===== config.mk =====
export PLATFORM = sky130hd
export DESIGN_NAME = mod7_tx
export DESIGN_NICKNAME = d
export VERILOG_FILES = /design/src/rtl/mod7_tx.sv
export SDC_FILE = /design/constraint.sdc
export NUM_CORES = 1
export LEC_CHECK = 0
export ABC_AREA = 1
export CORE_MARGIN = 5
export CORE_UTILIZATION = 30
export DETAILED_ROUTE_END_ITERATION = 8
export PLACE_DENSITY = 0.6
export SYNTH_ARGS = -nofsm -noshare
export SYNTH_HDL_FRONTEND = slang
export SYNTH_SLANG_ARGS = --single-unit

===== constraint.sdc =====
create_clock -name clk -period 2 [get_ports clk]
set_input_delay 0.2 -clock clk [delete_from_list [all_inputs] [get_ports clk]]
set_output_delay 0.2 -clock clk [all_outputs]
set_load 0.1 [all_outputs]

===== src/rtl/mod7_tx.sv =====
// mod7_tx: serialises DATA_W-bit words MSB first, each followed by 3 check bits making the frame divisible by 7
// Ports: clk/rst (async, active-high); data_in/data_valid/data_ready accept a word;
// ser_out/ser_valid carry the frame, sof/eof mark its first/last bit, busy flags a frame in progress.
module mod7_tx #(
  parameter int DATA_W = 8
) (
  input  logic              clk,
  input  logic              rst,
  input  logic [DATA_W-1:0] data_in,
  input  logic              data_valid,
  output logic              data_ready,
  output logic              ser_out,
  output logic              ser_valid,
  output logic              sof,
  output logic              eof,
  output logic              busy
);
  // the check phase counts to 2, so the counter never drops below 2 bits even for DATA_W=2
  localparam int CW = ($clog2(DATA_W) < 2) ? 2 : $clog2(DATA_W);
  typedef enum logic [1:0] {IDLE, DATA, CHECK} state_t;
  state_t state_q, state_d;
  logic [CW-1:0] cnt_q, cnt_d;
  logic [DATA_W-1:0] sh_q, sh_d;
  logic [2:0] r_q, r_d, r_next, chk_c;
  logic [3:0] r2, r_sub;
  logic ser_out_q, ser_out_d, ser_valid_q, ser_valid_d, sof_q, sof_d, eof_q, eof_d;
  logic last_data, last_chk, hs;
  // 2r+b is just {r,b}; one conditional subtract of 7 keeps it in 0..6
  assign r2 = {r_q, sh_q[DATA_W-1]};
  assign r_sub = r2 - 4'd7;
  assign r_next = (r2 >= 4'd7) ? r_sub[2:0] : r2[2:0];
  assign chk_c = (r_q == 3'd0) ? 3'd0 : 3'd7 - r_q;
  assign last_data = (state_q == DATA) && (cnt_q == CW'(DATA_W - 1));
  assign last_chk = (state_q == CHECK) && (cnt_q == CW'(2));
  assign data_ready = (state_q == IDLE) || last_chk;
  assign hs = data_valid && data_ready;
  assign busy = (state_q != IDLE);
  assign ser_out = ser_out_q;
  assign ser_valid = ser_valid_q;
  assign sof = sof_q;
  assign eof = eof_q;
  always_comb begin
    state_d = state_q;
    cnt_d = cnt_q + 1'b1;
    sh_d = sh_q;
    r_d = r_q;
    ser_out_d = 1'b0;
    ser_valid_d = 1'b0;
    sof_d = 1'b0;
    eof_d = 1'b0;
    if (state_q == IDLE || last_chk) begin
      state_d = hs ? DATA : IDLE;
      cnt_d = '0;
      if (hs) begin
        sh_d = {data_in[DATA_W-2:0], 1'b0};
        r_d = {2'b00, data_in[DATA_W-1]};
        ser_out_d = data_in[DATA_W-1];
        ser_valid_d = 1'b1;
        sof_d = 1'b1;
      end
    end else if (state_q == DATA) begin
      ser_valid_d = 1'b1;
      if (last_data) begin
        state_d = CHECK;
        cnt_d = '0;
        ser_out_d = chk_c[2];
      end else begin
        ser_out_d = sh_q[DATA_W-1];
        sh_d = {sh_q[DATA_W-2:0], 1'b0};
        r_d = r_next;
      end
    end else begin
      ser_valid_d = 1'b1;
      ser_out_d = (cnt_q == '0) ? chk_c[1] : chk_c[0];
      eof_d = (cnt_q == CW'(1));
    end
  end
  always_ff @(posedge clk or posedge rst) begin
    if (rst) begin
      state_q <= IDLE;
      cnt_q <= '0;
      sh_q <= '0;
      r_q <= '0;
      ser_out_q <= 1'b0;
      ser_valid_q <= 1'b0;
      sof_q <= 1'b0;
      eof_q <= 1'b0;
    end else begin
      state_q <= state_d;
      cnt_q <= cnt_d;
      sh_q <= sh_d;
      r_q <= r_d;
      ser_out_q <= ser_out_d;
      ser_valid_q <= ser_valid_d;
      sof_q <= sof_d;
      eof_q <= eof_d;
    end
  end
endmodule


# --- Yosys cells after proc, flatten, opt, wreduce, memory -nomap -nowiden ---
# Index checks and enable logic that the tools add are counted.
totals:
  output_inout_bits: 6
  regBits: 20
op_classes:
  n_mux: 27
  order_cmp: 1
  reduce_logical: 12
  n_addsub: 3
  n_eq_ne: 7
ops:
  columns: ["operator", "n"]
  rows:
  - ["$mux W8", 4]
  - ["$mux W3", 9]
  - ["$mux W1", 11]
  - ["$logic_not A3 Y1", 2]
  - ["$mux W2", 3]
  - ["$reduce_bool A2 Y1", 3]
  - ["$ge A4 B3 Y1 const B", 1]
  - ["$add A3 B1 Y3 const B", 1]
  - ["$eq A3 B1 Y1 const B", 1]
  - ["$eq A3 B2 Y1 const B", 1]
  - ["$eq A3 B3 Y1 const B", 1]
  - ["$logic_and A1 B1 Y1", 3]
  - ["$reduce_and A3 Y1", 1]
  - ["$sub A3 B3 Y3 const A", 1]
  - ["$sub A3 B3 Y3 const B", 1]
  - ["$eq A2 B1 Y1 const B", 1]
  - ["$eq A2 B2 Y1 const B", 1]
  - ["$logic_not A2 Y1", 1]
  - ["$ne A2 B1 Y1 const B", 1]
  - ["$ne A2 B2 Y1 const B", 1]
  - ["$reduce_and A2 Y1", 1]
  - ["$logic_or A1 B1 Y1", 1]

# --- Logic depth before layout (Yosys ltp) ---
# Gate-level depths: netlist of run 1.
logic_depth:
  word_depth: 6
  depth_mapped: 9

# --- Worst setup path after synthesis of run 1 ---
# No wires, ideal clock.
synth_path:
  path_kind: "reg-to-reg"
  startpoint: "register state_q[1]"
  endpoint: "register sh_q[2]"
  setup_slack_ps: 460
  stages_incl_launch_ff: 9
  required_ps: 1935
  setup_time_ps: 65
  arrival_time_ps: 1475
  period_less_slack_ps: 1540
  path_cell_list: "dfrtp_1 -> nor2_1 -> inv_2 -> nand2_4 -> buf_6 -> nand2_1 -> nand2_1 -> nand2_1 -> nand2_1"
synth_between:
  elab_chain_len: 6
  elab_cells_between_ends: 12
synth_lines:
  columns: ["item", "line_no", "source"]
  rows:
  - ["start: declaration", "21", "state_t state_q, state_d;"]
  - ["start signal: assignment", "89", "state_q <= state_d;"]
  - ["$eq A2 B2 Y1", "34", "assign last_chk = (state_q == CHECK) && (cnt_q == CW'(2));"]
  - ["$logic_and A1 B1 Y1", "34", null]
  - ["$logic_or A1 B1 Y1 (*)", "35", "assign data_ready = (state_q == IDLE) || last_chk;"]
  - ["net data_ready", "11", "output logic data_ready,"]
  - ["$logic_and A1 B1 Y1", "36", "assign hs = data_valid && data_ready;"]
  - ["$ne A2 B1 Y1 (no line)", null, null]
  - ["$reduce_and A3 Y1 (no line)", null, null]
  - ["end signal: assignment", "82", "sh_q <= '0;"]
  - ["end signal: assignment", "91", "sh_q <= sh_d;"]
  - ["end: declaration", "23", "logic [DATA_W-1:0] sh_q, sh_d;"]
# Mark *: on every way through the listed nets, which the timed path passes. The rest lies on a longest branch.
# A chain may end at the register's enable or synchronous reset.

# --- Worst setup path after layout of run 1 ---
layout_path:
  startpoint: "register cnt_q[0]"
  endpoint: "output port data_ready"
layout_between:
  elab_chain_len: 3
layout_lines:
  columns: ["item", "line_no", "source"]
  rows:
  - ["start: declaration", "22", "logic [CW-1:0] cnt_q, cnt_d;"]
  - ["start signal: assignment", "90", "cnt_q <= cnt_d;"]
  - ["$eq A3 B2 Y1", "34", null]
  - ["$logic_and A1 B1 Y1", "34", null]
  - ["$logic_or A1 B1 Y1", "35", null]
  - ["end: declaration", "11", null]
# No other way between the ends.

==> flow_summary.toml, run 1 <==
[logic_synthesis]
synthMuxAreaShare = 0
synth_compound_area_frac = 0.0469
synth_top_family_by_area = "simple AND/OR/NAND/NOR gates"
synth-simple-area-share = 0.360
syn_area_um2 = 1070
synth_top_area_frac = 0.445
synthAdderAreaFrac = 0.0703
yosysUniqueCellTypes = 21
syn_area_per_cell_um2 = 7.46
synth_top_cell_by_area = "dfrtp_1"
synthXorXnorAreaFrac = 0
synth_nets = 160
synth-warning-count = 0
synthCells = 143
ys_seq_elements = 19
synthTopCellsByArea = "dfrtp_1 45%, nand2_1 24%, ha_1 7.0%"
yosysSeqAreaShare = 0.445

[setup_path]
cp.depth = 5
r2r_slack_ns = 0.41
cp_data_arrival_time_ns = 1.52
r2r-end = "sh_q[1]$_DFFE_PP0P_"
worst_setup_path_start_kind = "flop"
slowest_stage = "dfrtp_1"
crit_end = "data_ready"
worstPathMaxFanout = 14
cp_num_buf_inv = 2
crit_family = "flip-flops"
crit_required_ns = 1.80
criticalPathCategory = "reg2out"
worstReg2RegStart = "cnt_q[0]$_DFF_PP0_"
startpoint = "cnt_q[0]$_DFF_PP0_"
crit_chain = "inv_1 -> ha_1 -> nand2_2 -> nand2_4 -> buf_12"
slowest_delay_ns = 0.43
reg2reg_depth = 8
cp-end-kind = "output pin"

[die]
core_area_um2 = 3390
die_h_um = 69.6
dieArea_um2 = 4850
row_count = 21
start_util = 0.315
io_pins = 17
die_x_um = 69.6

[clock_network]
cts.root.buffer_cell = "clkbuf_4"
path_clk_slew_ns = 0.11
ctsLongestPathBuffers = 2
tritoncts = "yes"
htreeDepth = 1
cts_setup_buffers = 0
cts_resized = 0
hold_buffers = 0
cts_sinks = 19
numCtsBuffers = 3
clk_latency_ns = 0.30

[finish]
utilization = 0.389
drive_gt1_frac = 0.153
antennaDiodeCount = 0
fin_area_um2 = 1320
nNetsFinal = 181
layoutNonFillerInstCount = 209
mostFrequentLayoutCell = "nand2_1"
syn_to_final_growth_pct = 23.6
layout_common_cells = "68 x nand2_1, 19 x dfrtp_1, 14 x inv_1"

[sta]
maxSlewViolCount = 0
post-route-min-period_ns = 1.72
worst_pin_slew_ns = 0.279
final_hold_viol_count = 0
rsz0062_at_grt = "false"
max_freq_mhz = 581
fin_crit_sh = 0.861
tns_ns = 0
setup_viol = 0
finalClockSkew_ns = 0.00818
relSlewSlack = 0.815

[drt]
vias_per_cell = 4.30
wl_per_cell_um = 10.6
drt-initial-drc-count = 35
num_vias = 899
wirelength_um = 2210
drt_pass1_iterations = 4
antenna_left = 0
drc = 0

[placed_design]
portBuffers = 16
placed_area_um2 = 1290
hpwl_um = 1700
dpl.cell_count = 205
place_congestion = 0.873

[global_route]
grt_pass1_wl_um = 3890
grt_max_degree = 20
grt_antenna_before_repair = 0
overflow = 0
grt_pass1_vias = 879
grt_util_all_layers = 0.0980

[status]
status = "finished, final reports clean"

[power_and_ir_drop]
fin_total_pwr_uw = 2100
vdd_drop_max_uv = 446
power.density_nw_per_um2 = 1600
total_leakage_power_uw = 0.000729

[job]
drv_cap = 0

[min_path]
hp-class = "in2async"
## Yosys cell counts
library cell	n
inv_2	3
nor2_4	1
nand2_1	68
buf_6	1
buf_4	1
nor3_2	1
a21oi_1	5
nor2_2	2
o22ai_1	1
nor2_1	8
a21oi_2	1
nand3_1	2
nand2_2	4
ha_1	6
nand2_4	1
nor3_1	1
nand3b_1	1
dfrtp_1	19
o21ai_0	2
nand4_1	1
inv_1	14
## per-layer routing
metal	GRT usage	part of all wire	vias up
li1	-	-	475
met1	0.126	0.49	401
met2	0.159	0.46	19
met3	0.0174	0.026	4
met4	0.0447	0.020	0
met5	0	0	-
## power by group
part / switching [µW] / leakage, µW / internal, µW / total, µW
clock: 123 / 0.0000177 / 74.5 / 197
sequential: 128 / 0.000239 / 538 / 666
combinational: 838 / 0.000473 / 403 / 1240
## tightest hold or removal path, delay by kind of cell
kind / cells / cell delay (ns)
buffers and inverters: 3 / 0.69
## metrics by stage
step	setup WS, ns	hold WS (ns)
finish	0.278	0.207
detailed placement	0.424	0.467
floorplan	0.460	0.151
global placement	0.459	0.456
CTS	0.261	0.214
global route	0.177	0.215
## cell type report
| class | instances | area [µm²] |
|---|---|---|
| well taps | 46 | 57.6 |
| fillers | 347 | 2070 |
| inverters | 17 | 63.8 |
| multi-input cells | 105 | 509 |
| clock inverters | 1 | 5.00 |
| flip-flops and latches | 19 | 475 |
| clock buffers | 3 | 22.5 |
| repair buffers | 18 | 185 |
## logic make-up after synthesis
| group | count (synthesis) |
|---|---|
| compound gates | 9 |
| buf+inv | 19 |
| fa+ha+maj | 6 |
| flops | 19 |
| simple gates | 90 |
## registers in the layout, summed over array words and instances, names as in the netlist
name / count
eof: 1
cnt_q: 3
ser_valid: 1
sof: 1
sh_q: 7
ser_out: 1
r_q: 3
state_q: 2
## worst min-delay path by stage
stage,slack (ns),to,depth (start not counted)
2_1_floorplan,0.15,cnt_q[0]$_DFF_PP0_,1
3_3_place_gp,0.46,sh_q[1]$_DFFE_PP0P_,2
3_5_place_dp,0.47,sh_q[4]$_DFFE_PP0P_,2
4_1_cts,0.21,cnt_q[1]$_DFF_PP0_,3
5_1_grt,0.22,sh_q[4]$_DFFE_PP0P_,3
6_report,0.21,sh_q[5]$_DFFE_PP0P_,3
Note: power is estimated with default switching activity, not from simulation.
==> inputs of run 2 (changes only) <==
--- a/config.mk
+++ b/config.mk
@@ -6,7 +6,6 @@
 export NUM_CORES = 1
 export LEC_CHECK = 0
 export ABC_AREA = 1
-export CORE_MARGIN = 5
 export CORE_UTILIZATION = 30
 export DETAILED_ROUTE_END_ITERATION = 8
 export PLACE_DENSITY = 0.6
==> flow_summary.toml, run 2 (synthesis gave the netlist of run 1 again) <==
[status]
status = "finished, final reports clean"

[placed_design]
dpl.cell_count = 205
portBuffers = 16
place_congestion = 0.851
hpwl_um = 1640

[power_and_ir_drop]
clkPwrFrac = 0.089
power_frac_comb = 0.589
swShare = 0.517
internal_power_uw = 1000
vdd_drop_max_uv = 908
total_leakage_power_uw = 0.000720
seq_power_share = 0.322
power.density_nw_per_um2 = 1590
p_sw_uw = 1070

[sta]
worst_pin_slew_ns = 0.276
final_hold_viol_count = 0
finalClockSkew_ns = 0.00168
setup_viol = 0
relSlewSlack = 0.816
post-route-min-period_ns = 1.73
maxSlewViolCount = 0
rsz0062_at_grt = "false"
fin_crit_sh = 0.867
max_freq_mhz = 576
tns_ns = 0

[clock_network]
cts.root.buffer_cell = "clkbuf_4"
clk_latency_ns = 0.28
cts_setup_buffers = 0
htreeDepth = 1
hold_buffers = 0
tritoncts = "yes"
cts_sinks = 19
numCtsBuffers = 3
cts_resized = 0
ctsLongestPathBuffers = 2
path_clk_slew_ns = 0.10

[die]
die_h_um = 61.6
dieArea_um2 = 3800
start_util = 0.317
io_pins = 17
row_count = 21
core_area_um2 = 3360
die_x_um = 61.6

[finish]
drive_gt1_frac = 0.147
regArea_um2 = 475
num-fill-cells = 363
layoutNonFillerInstCount = 209
nNetsFinal = 181
syn_to_final_growth_pct = 22.3
layout_common_cells = "68 x nand2_1, 19 x dfrtp_1, 14 x inv_1"
largestRegisters = "sh_q: 7 flops, cnt_q: 3 flops, r_q: 3 flops"
multi_input_area_um2 = 509
mostFrequentLayoutCell = "nand2_1"
regMostFlops = "sh_q"
largest_reg_flops = 7
antennaDiodeCount = 0

[drt]
wl_per_cell_um = 10.1
drt_pass1_iterations = 3
vias_per_cell = 4.36
drt-initial-drc-count = 7
wirelength_um = 2110
num_vias = 911
antenna_left = 0
drc = 0

[setup_path]
worstReg2RegStart = "cnt_q[0]$_DFF_PP0_"
cp-end-kind = "output pin"
worstPathMaxFanout = 14
crit_required_ns = 1.80
r2r-end = "sh_q[6]$_DFFE_PP0P_"
reg2reg_depth = 8
criticalPathCategory = "reg2out"
worst_setup_path_start_kind = "flop"
cp_data_arrival_time_ns = 1.53
r2r_slack_ns = 0.44

[min_path]
hp-class = "in2async"

[global_route]
grt_util_all_layers = 0.133
overflow = 0
grt_pass1_vias = 896
grt_antenna_before_repair = 0
grt_pass1_wl_um = 3740
grt_max_degree = 15

[job]
drv_cap = 0
run 2: changes by cell type in the layout (fill, tap and decap cells not counted):
cell,previous run,this run
clkinv_2,1,0
buf_12,2,1
clkbuf_1,0,1
buf_4,6,7
run 2: layer usage:
layer	track usage	vias up	wire (µm)
li1	-	472	-
met1	0.161	426	972
met2	0.233	11	1070
met3	0.0189	2	55
met4	0.0603	0	13
met5	0	-	0
run 2: power groups by stage:
stage / Combinational (µW) / Sequential [µW] / Clock [µW]
finish: 1220 / 668 / 185
floorplan: 807 / 820 / 0
global placement: 1220 / 673 / 0
detailed placement: 1240 / 675 / 0
global route: 1370 / 692 / 212
CTS: 1240 / 668 / 198
run 2: how the worst max path moves through the flow:
stage | endpoint | startpoint | slack (ns) | depth (start not counted)
floorplan | sh_q[2]$_DFFE_PP0P_ | state_q[1]$_DFFE_PP0P_ | 0.46 | 8
finish | data_ready | cnt_q[0]$_DFF_PP0_ | 0.27 | 5
CTS | data_ready | cnt_q[0]$_DFF_PP0_ | 0.25 | 5
global route | data_ready | cnt_q[0]$_DFF_PP0_ | 0.18 | 5
detailed placement | sh_q[4]$_DFFE_PP0P_ | cnt_q[0]$_DFF_PP0_ | 0.47 | 8
global placement | sh_q[5]$_DFFE_PP0P_ | cnt_q[0]$_DFF_PP0_ | 0.50 | 8
run 2: worst max-delay path: stages, from the launching register on:
cell and delay, ns:
dfrtp_1 0.43, inv_1 0.09, ha_1 0.18, nand2_2 0.13, nand2_4 0.21, buf_12 0.21
run 2: area by class of cell:
| type | count | share of cell area |
|---|---|---|
| Clock buffer | 4 | 0.0201 |
| Inverter | 17 | 0.0489 |
| Multi-Input combinational cell | 105 | 0.390 |
| Sequential cell | 19 | 0.364 |
| Tap cell | 46 | 0.0441 |
| Timing Repair Buffer | 18 | 0.132 |
run 2: metrics by stage:
step / setup slack, ns / utilization / power [µW] / instance area [µm²] / hold slack, ns
after global placement: 0.501 / 0.380 / 1890 / 1280 / 0.447
after floorplan: 0.460 / - / 1630 / 1070 / 0.151
after global routing: 0.184 / 0.388 / 2280 / 1310 / 0.170
after CTS: 0.250 / 0.388 / 2110 / 1310 / 0.120
final: 0.265 / 0.388 / 2080 / 1310 / 0.130
after detailed placement: 0.466 / 0.380 / 1910 / 1280 / 0.443
